### src/rtl/dds_pkg.sv
// dds_pkg: shared FSM state type, tuning-word width and default reference clock for the DDS chain
package dds_pkg;
  typedef enum logic [1:0] {IDLE, CALC, ROUND, HOLD} state_t;
  localparam int TW_WIDTH = 32;
  localparam int unsigned REF_CLK_HZ = 125000000;
endpackage

### src/rtl/dds_tw_gen_if.sv
// dds_tw_gen_if: valid/ready tuning-word channel from the generator to the serial loader
interface dds_tw_gen_if import dds_pkg::*; ();
  logic [TW_WIDTH-1:0] tw_data;
  logic tw_valid;
  logic tw_ready;
  modport master (output tw_data, tw_valid, input tw_ready);
  modport slave (input tw_data, tw_valid, output tw_ready);
endinterface

### src/rtl/dds_debounce.sv
// dds_debounce: 2-flop synchronizer plus stability counter; sw_chg pulses in the cycle sw_db takes its new value
module dds_debounce #(
  parameter int unsigned DEBOUNCE_CYCLES = 1000
) (
  input  logic clk,
  input  logic reset,
  input  logic switch,
  output logic sw_db,
  output logic sw_chg
);
  localparam int CW = $clog2(DEBOUNCE_CYCLES);
  logic [1:0] sync;
  logic [CW-1:0] cnt;
  // Count consecutive synchronized samples that disagree with sw_db; accept on the last one
  always_ff @(posedge clk or negedge reset)
    if (!reset) begin
      sync <= '0;
      cnt <= '0;
      sw_db <= 1'b0;
      sw_chg <= 1'b0;
    end else begin
      sync <= {sync[0], switch};
      sw_chg <= 1'b0;
      if (sync[1] == sw_db) cnt <= '0;
      else if (cnt == CW'(DEBOUNCE_CYCLES - 1)) begin
        cnt <= '0;
        sw_db <= sync[1];
        sw_chg <= 1'b1;
      end else cnt <= cnt + CW'(1);
    end
endmodule

### src/rtl/dds_tw_gen.sv
// dds_tw_gen: tuning word freq*2^32/REF_CLK via restoring divider; DDS_TW_ROUND_EN adds a round-to-nearest step
module dds_tw_gen import dds_pkg::*; #(
  parameter int unsigned REF_CLK = REF_CLK_HZ,
  parameter int unsigned FREQ_0 = 10000000,
  parameter int unsigned FREQ_1 = 20000000,
  parameter int unsigned DEBOUNCE_CYCLES = 1000
) (
  input  logic                clk,
  input  logic                reset,
  input  logic                switch,
  input  logic [TW_WIDTH-1:0] freq_in,
  input  logic                freq_wr,
  dds_tw_gen_if.master        tw,
  output logic                busy,
  output logic                freq_err
);
  localparam int RW = TW_WIDTH + 1;
`ifdef DDS_TW_ROUND_EN
  localparam state_t LAST = ROUND;
`else
  localparam state_t LAST = HOLD;
`endif
  logic sw_db, sw_chg, pend, wr_ok, new_req, ge;
  logic [TW_WIDTH-1:0] pend_freq, q;
  logic [RW-1:0] rem, rem2;
  logic [4:0] cnt;
  state_t state, state_nx;

  dds_debounce #(.DEBOUNCE_CYCLES(DEBOUNCE_CYCLES)) u_db (
    .clk(clk), .reset(reset), .switch(switch), .sw_db(sw_db), .sw_chg(sw_chg)
  );

  assign wr_ok = freq_wr && freq_in < TW_WIDTH'(REF_CLK / 2);
  assign new_req = wr_ok || (sw_chg && !freq_wr);
  assign rem2 = rem << 1;
  assign ge = rem2 >= RW'(REF_CLK);

  // Single pending slot: newest request wins, freq_wr beats a simultaneous switch change
  always_ff @(posedge clk or negedge reset)
    if (!reset) begin
      pend <= 1'b1;
      pend_freq <= TW_WIDTH'(FREQ_0);
      freq_err <= 1'b0;
    end else begin
      freq_err <= freq_wr && !wr_ok;
      if (new_req) begin
        pend <= 1'b1;
        pend_freq <= wr_ok ? freq_in : (sw_db ? TW_WIDTH'(FREQ_1) : TW_WIDTH'(FREQ_0));
      end else if (state == IDLE) pend <= 1'b0;
    end

  // State register
  always_ff @(posedge clk or negedge reset)
    if (!reset) state <= IDLE;
    else state <= state_nx;

  // Next-state logic
  always_comb begin
    state_nx = state;
    case (state)
      IDLE:  state_nx = pend ? CALC : IDLE;
      CALC:  state_nx = cnt == 5'd31 ? LAST : CALC;
      ROUND: state_nx = HOLD;
      HOLD:  state_nx = tw.tw_ready ? IDLE : HOLD;
      default: state_nx = IDLE;
    endcase
  end

  // Restoring divider: one quotient bit per CALC cycle, optional saturating round-up after
  always_ff @(posedge clk or negedge reset)
    if (!reset) begin
      rem <= '0;
      q <= '0;
      cnt <= '0;
    end else
      case (state)
        IDLE: if (pend) begin
          rem <= {1'b0, pend_freq};
          q <= '0;
          cnt <= '0;
        end
        CALC: begin
          rem <= ge ? rem2 - RW'(REF_CLK) : rem2;
          q <= {q[TW_WIDTH-2:0], ge};
          cnt <= cnt + 5'd1;
        end
        ROUND: if (ge && !(&q)) q <= q + TW_WIDTH'(1);
        default: ;
      endcase

  // Outputs decoded from the registered state
  always_comb begin
    tw.tw_valid = state == HOLD;
    tw.tw_data = state == HOLD ? q : '0;
    busy = state != IDLE;
  end
endmodule

### src/flat_wrapper.sv
// flat-port wrapper written by rule: the top's interface ports become plain ports
module dds_tw_gen_flat import dds_pkg::*;
#(
  parameter int unsigned REF_CLK = REF_CLK_HZ,
  parameter int unsigned FREQ_0 = 10000000,
  parameter int unsigned FREQ_1 = 20000000,
  parameter int unsigned DEBOUNCE_CYCLES = 1000
)
  (clk, reset, switch, freq_in, freq_wr, busy, freq_err, tw_tw_data, tw_tw_valid, tw_tw_ready);
  dds_tw_gen_if tw_i ();
  input  logic clk;
  input  logic reset;
  input  logic switch;
  input  logic [TW_WIDTH-1:0] freq_in;
  input  logic freq_wr;
  output logic busy;
  output logic freq_err;
  output wire logic [$bits(tw_i.tw_data)-1:0] tw_tw_data;
  output wire logic [$bits(tw_i.tw_valid)-1:0] tw_tw_valid;
  input wire logic [$bits(tw_i.tw_ready)-1:0] tw_tw_ready;
  assign tw_tw_data = tw_i.tw_data;
  assign tw_tw_valid = tw_i.tw_valid;
  assign tw_i.tw_ready = tw_tw_ready;
  dds_tw_gen #(.REF_CLK(REF_CLK), .FREQ_0(FREQ_0), .FREQ_1(FREQ_1), .DEBOUNCE_CYCLES(DEBOUNCE_CYCLES)) u_core (.clk(clk), .reset(reset), .switch(switch), .freq_in(freq_in), .freq_wr(freq_wr), .tw(tw_i), .busy(busy), .freq_err(freq_err));
endmodule
### config.mk
export PLATFORM = sky130hd
export DESIGN_NAME = dds_tw_gen_flat
export DESIGN_NICKNAME = d
export VERILOG_FILES = /design/src/rtl/dds_pkg.sv /design/src/rtl/dds_tw_gen_if.sv /design/src/rtl/dds_debounce.sv /design/src/rtl/dds_tw_gen.sv /design/src/flat_wrapper.sv
export SDC_FILE = /design/constraint.sdc
export NUM_CORES = 1
export LEC_CHECK = 0
export ABC_AREA = 1
export CORE_ASPECT_RATIO = 0.8
export CORE_MARGIN = 1
export CORE_UTILIZATION = 35
export DETAILED_ROUTE_END_ITERATION = 10
export GPL_TIMING_DRIVEN = 1
export HOLD_SLACK_MARGIN = 0.02
export PLACE_DENSITY = 0.5
export SLEW_MARGIN = 15
export SYNTH_ARGS = -nofsm -noshare
export SYNTH_HDL_FRONTEND = slang
export SYNTH_SLANG_ARGS = --single-unit
### constraint.sdc
create_clock -name clk -period 3.69 [get_ports clk]
set_input_delay 1.107 -clock clk [delete_from_list [all_inputs] [get_ports clk]]
set_output_delay 1.107 -clock clk [all_outputs]
set_load 0.05 [all_outputs]
Word level (Yosys, flattened, before mapping)
Index checks and enable logic that the tools add are counted.
{"block": "totals", "out_inout_bits": 35, "input_bits": 37, "reg_bits": 119, "elab_cells": 64}
{"block": "op_classes", "n_bitwise": 1, "magnitude_cmp": 2, "reduce_logical": 17, "mux": 21, "addsub": 4, "eq_ne": 8}
{"operator": "$mux 32", "count": 6}
{"operator": "$pmux 32 s3", "count": 1}
{"operator": "$pmux 32 s2", "count": 1}
{"operator": "$ge 33x27->1 const B", "count": 1}
{"operator": "$add 32x1->32 const B", "count": 1}
{"operator": "$lt 32x26->1 const B", "count": 1}
{"operator": "$reduce_and 32->1", "count": 1}
{"operator": "$sub 32x27->32 const B", "count": 1}
{"operator": "$mux 25", "count": 1}
{"operator": "$mux 10", "count": 2}
{"operator": "$add 10x1->10 const B", "count": 1}
{"operator": "$eq 10x10->1 const B", "count": 1}
{"operator": "$pmux 5 s2", "count": 1}
{"operator": "$pmux 2 s4", "count": 1}
{"operator": "$reduce_bool 2->1", "count": 3}
{"operator": "$add 5x1->5 const B", "count": 1}
{"operator": "$eq 5x5->1 const B", "count": 1}
{"operator": "$mux 1", "count": 5}
{"operator": "$mux 5", "count": 1}
{"operator": "$eq 2x2->1 const B", "count": 2}
{"operator": "$logic_and 1x1->1", "count": 4}
{"operator": "$mux 2", "count": 2}
{"operator": "$ne 2x1->1 const B", "count": 2}
{"operator": "$reduce_and 2->1", "count": 2}
{"operator": "8 further kinds", "count": 10}

Logic depth before layout (Yosys ltp)
{"block": "logic_depth", "ltp_word": 5, "ltp_mapped": 13, "ltp_nobuf": 13}

Modules after synthesis
Synthesis repeated with hierarchy kept, for this count alone.
{"block": "hier_totals", "hier_cells": 1279, "hier_area_um2": 8023.9}
{"module": "dds_tw_gen", "n_inst": 1, "cells_per_inst": 1205, "area_per_inst_um2": 7365.8, "seq_area_each_um2": 2638.8}
{"module": "dds_debounce", "n_inst": 1, "cells_per_inst": 74, "area_per_inst_um2": 658.1, "seq_area_each_um2": 350.3}

Worst setup path before layout
No wires, ideal clock.
{"block": "synth_timing", "kind": "register to output", "from": "register u_core.state[0]", "to": "output tw_tw_data[10]", "stages_incl_launch_ff": 6, "n_path_buf": 2, "required_ns": 2.583, "arrival_time_ns": 1.756, "path_slack_ns": 0.827, "path_cell_list": "dfrtp_1 ha_1 clkbuf_1 clkbuf_1 nand2_1 inv_1"}
{"block": "synth_via", "elab_chain_cells": 2}
{"element": "start: declaration", "line": "dds_tw_gen.sv:27", "source": "state_t state, state_nx;"}
{"element": "start signal: assignment", "line": "dds_tw_gen.sv:55", "source": "else state <= state_nx;"}
{"element": "$eq 2x2->1"}
{"element": "net tw_tw_valid", "line": "flat_wrapper.sv:19", "source": "output wire logic [$bits(tw_i.tw_valid)-1:0] tw_tw_valid;"}
{"element": "$mux 32", "line": "dds_tw_gen.sv:94", "source": "tw.tw_data = state == HOLD ? q : '0;"}
{"element": "end: declaration", "line": "flat_wrapper.sv:18", "source": "output wire logic [$bits(tw_i.tw_data)-1:0] tw_tw_data;"}
The timed path passes the listed nets, and every way through them passes these cells.

Final worst setup path
{"block": "layout_timing", "from": "register u_core.state[0]", "to": "output busy"}
{"block": "layout_via", "elab_chain_cells": 1}
{"element": "$reduce_bool 2->1", "line": "dds_tw_gen.sv:95", "source": "busy = state != IDLE;"}
{"element": "end: declaration", "line": "flat_wrapper.sv:16", "source": "output logic busy;"}
No other way between the ends.

==> metrics.md <==
| Metric | Value |
|---|---|
| Sw Ratio | `0.357` |
| Crit Path Class | `reg2out` |
| Ys async rst share | `1.00` |
| Routed via count | `7,762` |
| TritonRoute pass-1 iters | `5` |
| Diode count | `0` |
| Worst IR drop on VDD | `0.000266 V` |
| TritonCTS buffer count | `17` |
| Vias in the first global route | `7,024` |
| Cell Area, Synth | `7940 sq um` |
| Primary FF master, synth | `dfrtp_1` |
| HPWL Detailed | `16,900 microns` |
| IO Pins | `72` |
| Mean Syn Cell Area | `6.37 sq um` |
| Smallest hold slack | `0.346 ns` |
| Crit-path cells | `inv_1, ha_1, inv_1, clkdlybuf4s50_1` |
| Worst-Margin Slew | `1.13 ns` |
| Seq/Total Area, Yosys | `0.376` |
| Final antenna-violating net count | `0` |
| Setup WS pre-CTS | `0.455 ns` |
| Fill count | `2,388` |
| First-pass GRT wire length | `38,700 microns` |
| Ys Warns | `0` |
| RSZ-0062 raised after global routing | `false` |
| Layout area overhead | `18.2%` |
| Critical Path RT | `2.58 ns` |
| Reg power frac | `0.395` |
| Multi-input gate area | `4150 sq um` |
| Post-synth EDFFs | `0` |
| Arrival @ worst endpoint | `2.12 ns` |
| Iter 0 DRT Violations | `589` |
| Clock power frac | `0.352` |
| Final nets | `1,351` |
| Min-delay worst type | `reg2reg` |
| Gr usage total | `0.215` |
| CP Launch Type | `flip-flop` |
| TNS Setup | `0 ns` |
| Clock Skews | `0.0104 ns` |
| Post-route minimum period | `3.23 ns` |
| Crit Path Max Fanout | `6` |
| P_int | `2.95 mW` |
| Die width | `170 microns` |
| Post-synthesis cell type count | `39` |
| Largest net degree at the start of global routing | `70` |
| Final hold violations | `0` |
| Switching power | `1.64 mW` |
| Synthesis-stage register bit count | `119` |
| Slowest stage delay, CP | `0.88 ns` |
| Max-slew violations | `0` |
| Worst setup EP type | `output pin` |
| Rows | `48` |
| Setup violators final | `0` |
| Worst setup margin | `0.464 ns` |
| Final WL | `23,400 microns` |
| Fin crit share | `0.874` |
| Max-cap violations | `0` |
| Layout cell share with drive strength beyond 1 | `0.0880` |
| CTS resizes | `0` |
| Wirelength per Cell | `14.4 microns` |
| Worst skew pair latency | `0.42 ns` |
| Critical-path top delay cell | `clkdlybuf4s50_1` |
| R2r setup slk | `1.14 ns` |
| Clock Tree Buf Depth | `2` |
| Die area | `23,300 sq um` |
| CTS tree | `built` |
| H-tree levels | `4` |
| Status | `finished clean` |
| Die height | `137 microns` |
| IO Port Bufs | `71` |
| Initial antenna violation count | `0` |
| Routed vias/inst | `4.80` |
| Final cell count without fillers | `1,618` |
| Clock sink count | `119` |
| Power Density | `489 nW/um^2` |
| DRC | `0` |
| Root buffer cell | `clkbuf_16` |
| Cell taking the most area after synthesis | `dfrtp_1` |
| GRT overflow | `0` |
| Synth top area share | `0.347` |
| Initial core utilization | `0.362` |
| Cell mode on critical path | `inv_1` |
| Core box area | `21,900 sq um` |
| Synth top area cells | `dfrtp_1 35%, nand2_1 22%, nand3_1 8.4%` |
| Post-CTS Setup Bufs | `0` |
| Dpl cells | `1,586` |
| Lkg Pwr | `4.55 nW` |
| Synthesized instance count | `1,246` |
| Register Area | `2990 sq um` |
| Hold-fix buffers, CTS | `0` |
| Routability cong. | `0.878` |
| Clk pin slew, worst setup/hold paths | `0.06 ns` |
| Mapped Nets | `1,292` |
| Rel. slew slack | `0.243` |
| Combinational share of power | `0.253` |
| Fmax achieved | `310 MHz` |
-- stage by stage --
| stage | power [mW] | instance area [sq um] | util |
|---|---|---|---|
| detailed placement | 2.98 | 8820 | 0.403 |
| global placement | 2.98 | 8820 | 0.403 |
| global route | 4.93 | 9390 | 0.428 |
| CTS | 4.63 | 9390 | 0.428 |
| finish | 4.59 | 9390 | 0.428 |
| floorplan | 2.64 | 7940 | - |
-- area by class of cell --
| class | instances | area share |
|---|---|---|
| Inverter | 156 | 0.0624 |
| Tap cell | 300 | 0.0400 |
| Sequential cell | 119 | 0.318 |
| Clock buffer | 21 | 0.0491 |
| Clock inverter | 11 | 0.0107 |
| Timing Repair Buffer | 83 | 0.0776 |
| Multi-Input combinational cell | 928 | 0.442 |
-- cells in the mapped netlist, types with 2 or more instances --
master	number
nand3_1	134
dfstp_2	9
o21ai_0	33
a31oi_1	2
inv_1	154
a22o_1	2
a21oi_1	54
nand4_1	8
ha_1	9
buf_1	4
or2_2	5
nor2_4	2
buf_2	9
nor2_1	130
xor2_1	4
clkbuf_1	22
nand2_2	14
nand2_4	4
dfrtp_1	110
buf_4	2
nand3b_1	2
o22ai_1	9
buf_6	5
o211ai_1	6
nor2_2	2
o21bai_1	9
nand2_1	475
nor3_1	15
xnor2_1	2
-- power by group through the flow --
stage	Combinational, mW	Clock (mW)	Sequential (mW)
floorplan	0.883	0	1.75
global placement	1.15	0	1.83
detailed placement	1.15	0	1.83
CTS	1.16	1.65	1.81
global route	1.36	1.72	1.86
finish	1.16	1.61	1.81
-- worst max-delay path, delay by kind of cell, from the launching register on --
| family | cells | cell delay [ns] |
|---|---|---|
| adder cells (fa/ha/maj) | 1 | 0.21 |
| flip-flops | 1 | 0.38 |
| buffers and inverters | 3 | 1.10 |
-- cells in the final DEF, fill, tap and decap left out, types with 8 or more instances in the layout --
master	Yosys	routed
nand2_2	14	14
nor3_1	15	15
clkdlybuf4s50_1	0	37
o22ai_1	9	9
buf_4	2	45
nand3_1	134	134
a21oi_1	54	54
inv_1	154	154
clkbuf_16	0	17
o21ai_0	33	33
ha_1	9	9
nand2_1	475	475
o21bai_1	9	9
nor2_1	130	130
dfrtp_1	110	110
dfstp_2	9	9
nand4_1	8	8
-- per-layer routing --
metal  share of wire  up-vias  GRT usage
met4          0.0063        0     0.0435
met2            0.37      183      0.282
met5               0        -          0
met3           0.055       11     0.0425
met1            0.56     3549      0.352
li1                -     4019          -
-- state kept, by name, indices dropped and copies added, names as in the netlist --
register,count
u_core.cnt,5
u_core.u_db.sw_db,1
u_core.q,32
u_core.freq_err,1
u_core.state,2
u_core.u_db.sw_chg,1
u_core.u_db.cnt,10
u_core.u_db.sync,2
u_core.rem,32
u_core.pend,1
u_core.pend_freq,32
-- cell families (layout without fill, tap and decap cells) --
| logic type | count (synthesis) | count (layout) | share of synthesized area |
|---|---|---|---|
| AND/OR/NAND/NOR | 794 | 794 | 0.416 |
| adder cells (fa/ha/maj) | 9 | 9 | 0.0142 |
| AO/OA/AOI/OAI | 119 | 119 | 0.0854 |
| XOR/XNOR | 6 | 6 | 0.00662 |
| buffers and inverters | 199 | 271 | 0.101 |
| flip-flops | 119 | 119 | 0.376 |
-- worst paths after layout --
path,from,endpoint,depth (start not counted)
worst min-delay path,u_core.u_db.sync[0],u_core.u_db.sync[1],0
worst max-delay path,u_core.state[0],busy,4
min in group asynchronous,reset,u_core.rem[16],1
worst min register to register,u_core.u_db.sync[0],u_core.u_db.sync[1],0
worst max register to register,u_core.state[1],u_core.rem[31],8
max in group asynchronous,reset,u_core.pend_freq[20],2
No activity file was read; power rests on OpenSTA's default activity.
